[src/rtl/network_sink_scheduler.sv]
`default_nettype none
// +--------------------------------------------------------------------------------+
// | network_sink_scheduler: serialises a fire vector as count + ascending indices. |
// | Rev 1.0                                                                        |
// +--------------------------------------------------------------------------------+
module network_sink_scheduler #(
   parameter  int NET_NUM_OUT = 8,
   localparam int SNK_WIDTH   = $clog2(NET_NUM_OUT + 1)
) (
   input  logic                   clk,
   input  logic                   arst,
   input  logic                   net_valid,
   output logic                   net_ready,
   input  logic [NET_NUM_OUT-1:0] net_out,
   input  logic                   snk_ready,
   output logic                   snk_valid,
   output logic [SNK_WIDTH-1:0]   snk,
   output logic                   busy
);

   typedef enum logic [1:0] {
      ST_IDLE  = 2'd0,
      ST_COUNT = 2'd1,
      ST_SCAN  = 2'd2
   } state_t;

   state_t                 state_q, state_d;
   logic [NET_NUM_OUT-1:0] vec_q, vec_d;
   logic [NET_NUM_OUT-1:0] vec_cleared;
   logic [SNK_WIDTH-1:0]   popcnt;
   logic [SNK_WIDTH-1:0]   low_idx;

   // The count is recomputed from the stored vector, so vec is the only datapath register.
   always_comb begin
      popcnt  = '0;
      low_idx = '0;
      for (int i = 0; i < NET_NUM_OUT; i++) begin
         popcnt = popcnt + SNK_WIDTH'(vec_q[i]);
      end
      for (int i = NET_NUM_OUT - 1; i >= 0; i--) begin
         if (vec_q[i]) low_idx = SNK_WIDTH'(i);
      end
   end

   assign vec_cleared = vec_q & (vec_q - NET_NUM_OUT'(1));

   always_comb begin
      state_d   = state_q;
      vec_d     = vec_q;
      net_ready = 1'b0;
      snk_valid = 1'b0;
      snk       = '0;
      case (state_q)
         ST_IDLE: begin
            net_ready = 1'b1;
            if (net_valid) begin
               vec_d   = net_out;
               state_d = ST_COUNT;
            end
         end
         ST_COUNT: begin
            snk_valid = 1'b1;
            snk       = popcnt;
            if (snk_ready) state_d = (vec_q == '0) ? ST_IDLE : ST_SCAN;
         end
         ST_SCAN: begin
            snk_valid = 1'b1;
            snk       = low_idx;
            if (snk_ready) begin
               vec_d   = vec_cleared;
               state_d = (vec_cleared == '0) ? ST_IDLE : ST_SCAN;
            end
         end
         default: state_d = ST_IDLE;
      endcase
   end

   always_ff @(posedge clk or posedge arst) begin
      if (arst) begin
         state_q <= ST_IDLE;
         vec_q   <= '0;
      end else begin
         state_q <= state_d;
         vec_q   <= vec_d;
      end
   end

   assign busy = (state_q != ST_IDLE);

endmodule
`default_nettype wire

[config.mk]
export PLATFORM = sky130hd
export DESIGN_NAME = network_sink_scheduler
export DESIGN_NICKNAME = d
export VERILOG_FILES = /design/src/rtl/network_sink_scheduler.sv
export SDC_FILE = /design/constraint.sdc
export NUM_CORES = 1
export LEC_CHECK = 0
export ABC_AREA = 1
export ABC_CLOCK_PERIOD_IN_PS = 3600
export CAP_MARGIN = 10
export CELL_PAD_IN_SITES_DETAIL_PLACEMENT = 2
export CELL_PAD_IN_SITES_GLOBAL_PLACEMENT = 2
export CORE_MARGIN = 2
export CORE_UTILIZATION = 25
export DETAILED_ROUTE_END_ITERATION = 10
export PLACE_DENSITY = 0.83
export SLEW_MARGIN = 40
export SYNTH_ARGS = -nofsm -noshare
export SYNTH_HDL_FRONTEND = slang
export SYNTH_SLANG_ARGS = --single-unit
[constraint.sdc]
create_clock -name clk -period 3.6 [get_ports clk]
set_input_delay 0.72 -clock clk [delete_from_list [all_inputs] [get_ports clk]]
set_output_delay 0.72 -clock clk [all_outputs]
set_load 0.1 [all_outputs]
### Word level (Yosys, flattened, before mapping)

Index checks and enable logic that the tools add are counted.

| operators by class | value |
|---|---|
| multipliers | 0 |
| equal/unequal tests | 5 |
| magnitude comparators | 0 |
| divide/modulo/power cells | 0 |
| bitwise logic cells | 1 |
| add/subtract/negate cells | 8 |
| reductions and logical operators | 8 |
| shift operators | 0 |
| mux-type cells | 20 |

Operator list:

| operator | count |
|---|---|
| 4-bit 2-to-1 mux | 7 |
| 4-bit by 1-bit adder with 4-bit output | 4 |
| 8-bit zero test | 2 |
| 8-bit 2-to-1 mux | 2 |
| 8-bit one-hot mux with 2 select lines | 1 |
| 2-bit 2-to-1 mux | 5 |
| 8-bit AND | 1 |
| 4-bit one-hot mux with 2 select lines | 1 |
| 8-bit by 1-bit subtractor with 8-bit output, second input constant | 1 |
| 2-bit != test, second input constant | 3 |
| 2-bit one-hot mux with 3 select lines | 1 |
| 3-bit AND reduction | 2 |
| 3-bit by 1-bit adder with 4-bit output | 1 |
| 2-bit nonzero test | 2 |
| 2-bit by 1-bit adder with 3-bit output | 1 |
| 3-bit 2-to-1 mux | 1 |
| 1-bit by 1-bit adder with 2-bit output | 1 |
| 2-bit by 1-bit equality test with 1-bit output, second input constant | 1 |
| 2-bit equality test, second input constant | 1 |
| 2-bit zero test | 1 |
| 1-bit 2-to-1 mux | 2 |
| 2-bit OR reduction | 1 |

| word-level totals | value |
|---|---|
| memory bits (writable) | 0 |
| output and inout port bits | 7 |
| memories | 0 |
| latch bits | 0 |
| bits of input ports | 12 |
| memory bits (read-only) | 0 |
| logic and storage cells | 44 |
| register bits | 10 |

### Depth between registers and ports, before layout

Gate-level depths: netlist of run 1.

| depth | value |
|---|---|
| depth in word-level cells | 9 |
| gate-level depth with buffers | 11 |
| depth with buffers taken out | 11 |

### Least setup slack after synthesis of run 1

OpenSTA, ideal clock, no wires.

| path | value |
|---|---|
| path type | register to output |
| start point | register vec_q[0] |
| end point | output snk[2] |
| data arrival time | 4.879 ns |
| buffers on the path | 0 |
| path slack | -1.999 ns |
| required time | 2.880 ns |
| cell stages (with the launch flop) | 12 |
| cell sequence | dfrtp_1 -> inv_1 -> fa_1 -> fa_1 -> fa_1 -> inv_1 -> ha_1 -> inv_1 -> fa_1 -> a21oi_1 -> o21ai_0 -> a21boi_0 |

| on the way | value |
|---|---|
| word-level cells in the longest chain between the ends | 8 |
| elaborated cells between the ends (all ways) | 9 |
| those cells by class | add/sub: 7; mux: 2 |

Ends and longest elaborated chain:

| item | line | RTL |
|---|---|---|
| from (decl) | 28 | `logic [NET_NUM_OUT-1:0] vec_q, vec_d;` |
| from (signal assigned) | 84 | `vec_q <= vec_d;` |
| 1-bit by 1-bit adder with 2-bit output | 38 | `popcnt = popcnt + SNK_WIDTH'(vec_q[i]);` |
| 2-bit by 1-bit adder with 3-bit output | 38 |  |
| 3-bit by 1-bit adder with 4-bit output | 38 |  |
| 4-bit by 1-bit adder with 4-bit output (4 in series) | 38 |  |
| 4-bit one-hot mux with 2 select lines (*) | 53 | `case (state_q)` |
| to (decl) | 17 | `output logic [SNK_WIDTH-1:0] snk,` |

Mark *: on every way between the ends. The rest lies on a longest branch, timed or not.

### Worst setup path in the final report of run 1

Ends and elaborated chain as after synthesis.

==> results of run 1 <==
area by class of cell:
class | instances | area [um2]
clock buffers | 4 | 55.1
fillers | 435 | 2230
inverters | 26 | 97.6
multi-input cells | 91 | 669
flip-flops and latches | 10 | 250
well taps | 48 | 60.1
repair buffers | 26 | 273
tightest hold or removal path, cell delays in order, from the launching register on:
cell and delay [ns]:
dfrtp_1 0.39, nand2_1 0.08, nand2_1 0.07
how the worst max path moves through the flow:
stage              from  endpoint  slack, ns  depth (start not counted)
6_report       vec_q[0]    snk[2]      -0.48                         12
2_1_floorplan  vec_q[0]    snk[2]      -0.37                         11
3_3_place_gp   vec_q[3]    snk[2]      -0.12                         12
3_5_place_dp   vec_q[3]    snk[2]      -0.32                         12
4_1_cts        vec_q[0]    snk[2]      -0.52                         12
5_1_grt        vec_q[0]    snk[2]      -0.61                         12
per-layer routing:
metal	vias to the layer above	track usage, %	part of all wire (%)
met5	-	0	0
met4	0	2.34	1.2
met3	4	3.77	2.5
met2	20	35.3	57
met1	495	19.6	39
li1	466	-	-
cell usage in the layout (no fill, tap or decap):
| master | synthesis | routed |
|---|---|---|
| nand3_4 | 0 | 1 |
| o21ai_0 | 12 | 9 |
| inv_1 | 23 | 18 |
| nand3_1 | 7 | 6 |
| o211ai_2 | 1 | 1 |
| a21boi_4 | 0 | 1 |
| ha_1 | 10 | 9 |
| a21oi_2 | 0 | 1 |
| fa_1 | 4 | 3 |
| buf_4 | 0 | 11 |
| clkdlybuf4s50_1 | 0 | 11 |
| nor2_1 | 13 | 13 |
| o21ai_4 | 0 | 2 |
| inv_2 | 3 | 8 |
| o211ai_1 | 2 | 2 |
| dfrtp_1 | 10 | 10 |
| a21oi_4 | 0 | 1 |
| buf_12 | 0 | 4 |
| nand2_1 | 22 | 22 |
| o21ai_1 | 7 | 7 |
| nor3_4 | 0 | 1 |
| clkbuf_8 | 0 | 4 |
| a31oi_1 | 1 | 1 |
| a21oi_1 | 6 | 4 |
| nor3_1 | 2 | 1 |
| o22ai_2 | 1 | 1 |
| o21ai_2 | 2 | 3 |
| ha_4 | 0 | 1 |
| fa_2 | 0 | 1 |
cell families after synthesis:
logic type	synth area share, %
adder cells (fa/ha/maj)	21.8
AO/OA/AOI/OAI	20.9
AND/OR/NAND/NOR	18.8
buffers and inverters	12.0
flip-flops	26.6
registers in the layout, indices dropped and copies added (netlist names):
signal	cells
state_q	2
vec_q	8
stage by stage:
| step | worst slack, ns | hold slack (ns) | instance area (um2) | instances | setup TNS, ns |
|---|---|---|---|---|---|
| 3_3_place_gp | -0.125 | 0.513 | 1290 | 200 | -0.194 |
| 4_1_cts | -0.524 | 0.574 | 1390 | 205 | -1.06 |
| 2_1_floorplan | -0.374 | 0.499 | 981 | 129 | -0.778 |
| 5_1_grt | -0.613 | 0.608 | 1410 | 205 | -1.38 |
| 6_report | -0.484 | 0.564 | 1410 | 205 | -0.946 |
| 3_5_place_dp | -0.321 | 0.560 | 1290 | 200 | -0.502 |
what timing repair did:
item                       4_1_cts  5_1_grt
cloned                           0        0
pin swaps                        2        3
resized for setup               10        2
buffers inserted                 1        1
setup endpoints to repair        4        4
==> impl_metrics.tcl, run 1 <==
set metrics [dict create \
    status "finished, violations left" \
    violations "negative setup slack" \
    ys_ff_latch 10 \
    cp_slowest_cell "fa_1" \
    required_ns 2.88 \
    antenna_found_initial 0 \
    synth_commonest_cells "23 x inv_1, 22 x nand2_1, 13 x nor2_1" \
    start_util_pct 25.9 \
    rr_endpoint "state_q[1]" \
    port_buffers 18 \
    path_max_fanout 2 \
    slowest_delay_ns 0.54 \
    cts_tree "built" \
    place.gp.congestion 0.897 \
    max_cap_violations 0 \
    setup.worst_path.start_class "flip-flop" \
    grt_max_degree 17 \
    finalSetupViolations 4 \
    timing.final.hold_violations 0 \
    cp_top_family "adder cells" \
    synthArstFlopShare_pct 100 \
    dieArea_mm2 0.00427 \
    synth_area_leaders "dfrtp_1 27%, ha_1 13%, inv_1 9.2%" \
    dp_hpwl_um 2780 \
    rrSetupSlack_ns 1.68 \
    dr.pass1.iters 4 \
    syn_area_per_cell_um2 7.29 \
    synth_top_cell_by_area "dfrtp_1" \
    clock_latency_ns 0.25 \
    yosysUniqueCellTypes 20 \
    ys_warn_count 0 \
    first_global_vias 1132 \
    area_growth_pct 49.3 \
    cp_num_buf_inv 4 \
    period_needed_ns 4.08 \
    post-route-period-util_pct 113 \
    synth-edff-count 0 \
    worstMarginPinSlew_ns 0.532 \
    finalWorstSetupSlack_ns -0.484 \
    die-width_um 65.4 \
    htree_levels 1 \
    max_freq_ghz 0.245 \
    clk_pin_slew_worst_paths_ns 0.05 \
    core_area_mm2 0.00363 \
    wl_um 3540 \
    drt_iter0_drc 41 \
    drive_gt1_share_pct 26.1 \
    worstHoldStart "state_q[1]" \
    rows 22 \
    numCtsBuffers 3 \
    r2r-start "vec_q[3]" \
    grt_setup_unrepaired "yes" \
    slew_viol_final 0 \
    cp.arrival_ns 3.36 \
    root_buffer "clkbuf_8" \
    grt_pass1_wl_um 5630 \
    die_y_um 65.4 \
    avgRoutedWirePerCell_um 17.2 \
    hold_depth 2 \
    r2r.worst_path.cells 11 \
    overflow 0 \
    grt_usage_pct 17.8 \
    antennaDiodeCount 0 \
    synth_cells 129 \
    cts.sinks 10 \
    ys.flop_type "dfrtp_1" \
    ant_nets 0 \
    cts_hold_buf 0 \
    end_kind "primary output" \
    synth-seq-area-share_pct 26.6 \
    clock_path_buffers 2 \
    synth.most_common_cell "inv_1" \
    viasPerCell 4.80 \
    relSlewSlack_pct 64.4 \
    num_io_pins 19 \
    syn-cell-area_um2 941 \
    synth_top_area_share_pct 26.6 \
    hp-class "flip-flop to flip-flop" \
    critical_path_class "flip-flop to primary output" \
    drc 0 \
    syn_nets 155 \
    layout.nets 184 \
    min_to "state_q[1]" \
    vias 985 \
    path_cells "inv_2 -> fa_1 -> fa_1 -> fa_1 -> inv_2 -> ha_4 -> inv_2 -> fa_2 -> a21oi_2 -> o21ai_2 -> a21boi_4 -> buf_12" \
    postLayoutCoreUtil_pct 38.7 \
    final.setup_skew_ns 0.00418 \
]
Power of run 1 is left out: the tool's default activity adds up to more than one toggle a clock period on the data nets, which glitch-free logic cannot reach.
==> run 2, diff against run 1 <==
==> constraint.sdc (replaced) <==
create_clock -name clk -period 3.6 [get_ports clk]
set_input_delay 0.36 -clock clk [delete_from_list [all_inputs] [get_ports clk]]
set_output_delay 0.36 -clock clk [all_outputs]
set_load 0.1 [all_outputs]
==> run 2 against run 1 <==
Effect of this change: the run still ends with negative setup slack left; non-clock buffer count down 1; global-route usage grew 0.47 points; utilization fell by 1.9 points; cell count decreased by 0.49%; largest cell class unchanged.
==> impl_metrics.tcl, run 2 (synthesis gave the netlist of run 1 again) <==
set metrics [dict create \
    drt_iter0_drc 23 \
    post-route-period-util_pct 104 \
    worstMarginPinSlew_ns 0.595 \
    antenna_found_initial 0 \
    top_register "vec_q" \
    ant_nets 0 \
    grtUsageMet2_pct 33.2 \
    critical_path_class "flip-flop to primary output" \
    timing.final.hold_violations 0 \
    wl_um 3500 \
    use_met3_pct 4.11 \
    final_cell_mix "22 x nand2_1, 19 x inv_1, 13 x nor2_1" \
    regArea_um2 250 \
    drc 0 \
    finalSetupViolations 2 \
    start_util_pct 25.9 \
    final.setup_skew_ns 0.00920 \
    max_freq_ghz 0.266 \
    avgRoutedWirePerCell_um 17.1 \
    grt_max_degree 17 \
    viasPerCell 4.81 \
    end_kind "primary output" \
    dpl_worst_slack_ns -0.0842 \
    fillers 445 \
    num_io_pins 19 \
    grt_setup_unrepaired "yes" \
    root_buffer "clkbuf_8" \
    dieArea_mm2 0.00427 \
    status "finished, violations left" \
    stdcell_area_mm2 0.00134 \
    post_dp_cell_area_mm2 0.00123 \
    use_met1_pct 19.8 \
    die_y_um 65.4 \
    grt_pass1_wl_um 5640 \
    cts.sinks 10 \
    numCtsBuffers 3 \
    die-width_um 65.4 \
    final_common_cell "nand2_1" \
    max_cap_violations 0 \
    dp_hpwl_um 2840 \
    cp_top_family "adder cells" \
    slowest_delay_ns 0.57 \
    whs_ns 0.415 \
    port_buffers 18 \
    path_cells "inv_2 -> fa_1 -> fa_1 -> fa_1 -> inv_1 -> ha_2 -> inv_2 -> fa_2 -> a21oi_2 -> o21ai_1 -> a21boi_2 -> buf_12" \
    setup_tns_ns -0.212 \
    hp-class "input port to asynchronous set/reset pin" \
    path_max_fanout 2 \
    dr.pass1.iters 3 \
    setup.worst_path.start_class "flip-flop" \
    core_area_mm2 0.00363 \
    rrSetupSlack_ns 1.51 \
    antennaDiodeCount 0 \
    clock_path_buffers 2 \
    top_regs "vec_q x8, state_q x2" \
    cp_common_cell "fa_1" \
    rows 22 \
    area_growth_pct 42.0 \
    grt_usage_pct 18.3 \
    cp_num_buf_inv 4 \
    cp.arrival_ns 3.39 \
    multi_input_area_um2 613 \
    cts_tree "built" \
    finalWorstSetupSlack_ns -0.155 \
    clk_pin_slew_worst_paths_ns 0.06 \
    htree_levels 1 \
    largest_register_ffs 8 \
    violations "negative setup slack" \
    period_needed_ns 3.75 \
    overflow 0 \
    cp_slowest_cell "fa_1" \
    required_ns 3.24 \
    drive_gt1_share_pct 22.4 \
    vias 981 \
    busiest_layer "met2" \
    slew_viol_final 0 \
    layout.nets 183 \
    clock_latency_ns 0.26 \
    relSlewSlack_pct 60.3 \
    place.gp.congestion 0.915 \
    first_global_vias 1127 \
]
run 2: changes by cell type in the layout (fill, tap and decap cells not counted), sizes merged:
cell and change:
buf -1
run 2: layout make-up:
cell class / instances / area share, %
clock buffers: 4 / 4.12
inverters: 26 / 7.30
multi-input cells: 91 / 45.9
flip-flops and latches: 10 / 18.7
well taps: 48 / 4.49
repair buffers: 25 / 19.5
run 2: path summary, 6_finish.rpt:
check                      startpoint    endpoint  cells after the start
max                          vec_q[1]      snk[2]                     12
min                              arst    vec_q[1]                      2
max reg2reg                state_q[0]    vec_q[5]                      9
min reg2reg                state_q[0]  state_q[0]                      2
max in group asynchronous        arst    vec_q[0]                      2
min in group clk           state_q[0]  state_q[0]                      2
run 2: metal layers:
layer  vias to the layer above  routed length, um
met5                         -                  0
met4                         0                116
met3                        11                120
met2                        22               1860
met1                       482               1400
li1                        466                  -
run 2: metrics by stage:
step                util [%]  std cells
CTS                     36.5        203
detailed placement      34.0        195
global placement        34.3        195
finish                  36.8        204
global route            36.8        204
floorplan                  -        129
run 2: timing repair:
action                                  4_1_cts  5_1_grt
buffers inserted                              4        1
pin swaps                                     4        4
gates cloned                                  0        0
endpoints found under the setup margin        2        2
resized for setup                             7        1
hold buffers                                  0        0
Power of run 2 is left out for the same reason.
==> run 3, diff against run 2 <==
--- a/config.mk
+++ b/config.mk
@@ -13,6 +13,7 @@
 export CORE_MARGIN = 2
 export CORE_UTILIZATION = 25
 export DETAILED_ROUTE_END_ITERATION = 10
+export HOLD_SLACK_MARGIN = 0.15
 export PLACE_DENSITY = 0.83
 export SLEW_MARGIN = 40
 export SYNTH_ARGS = -nofsm -noshare
==> results of run 3 <==
The final DEF is identical to that of run 2; final timing and power are the same.
Power of run 3 is left out for the same reason.
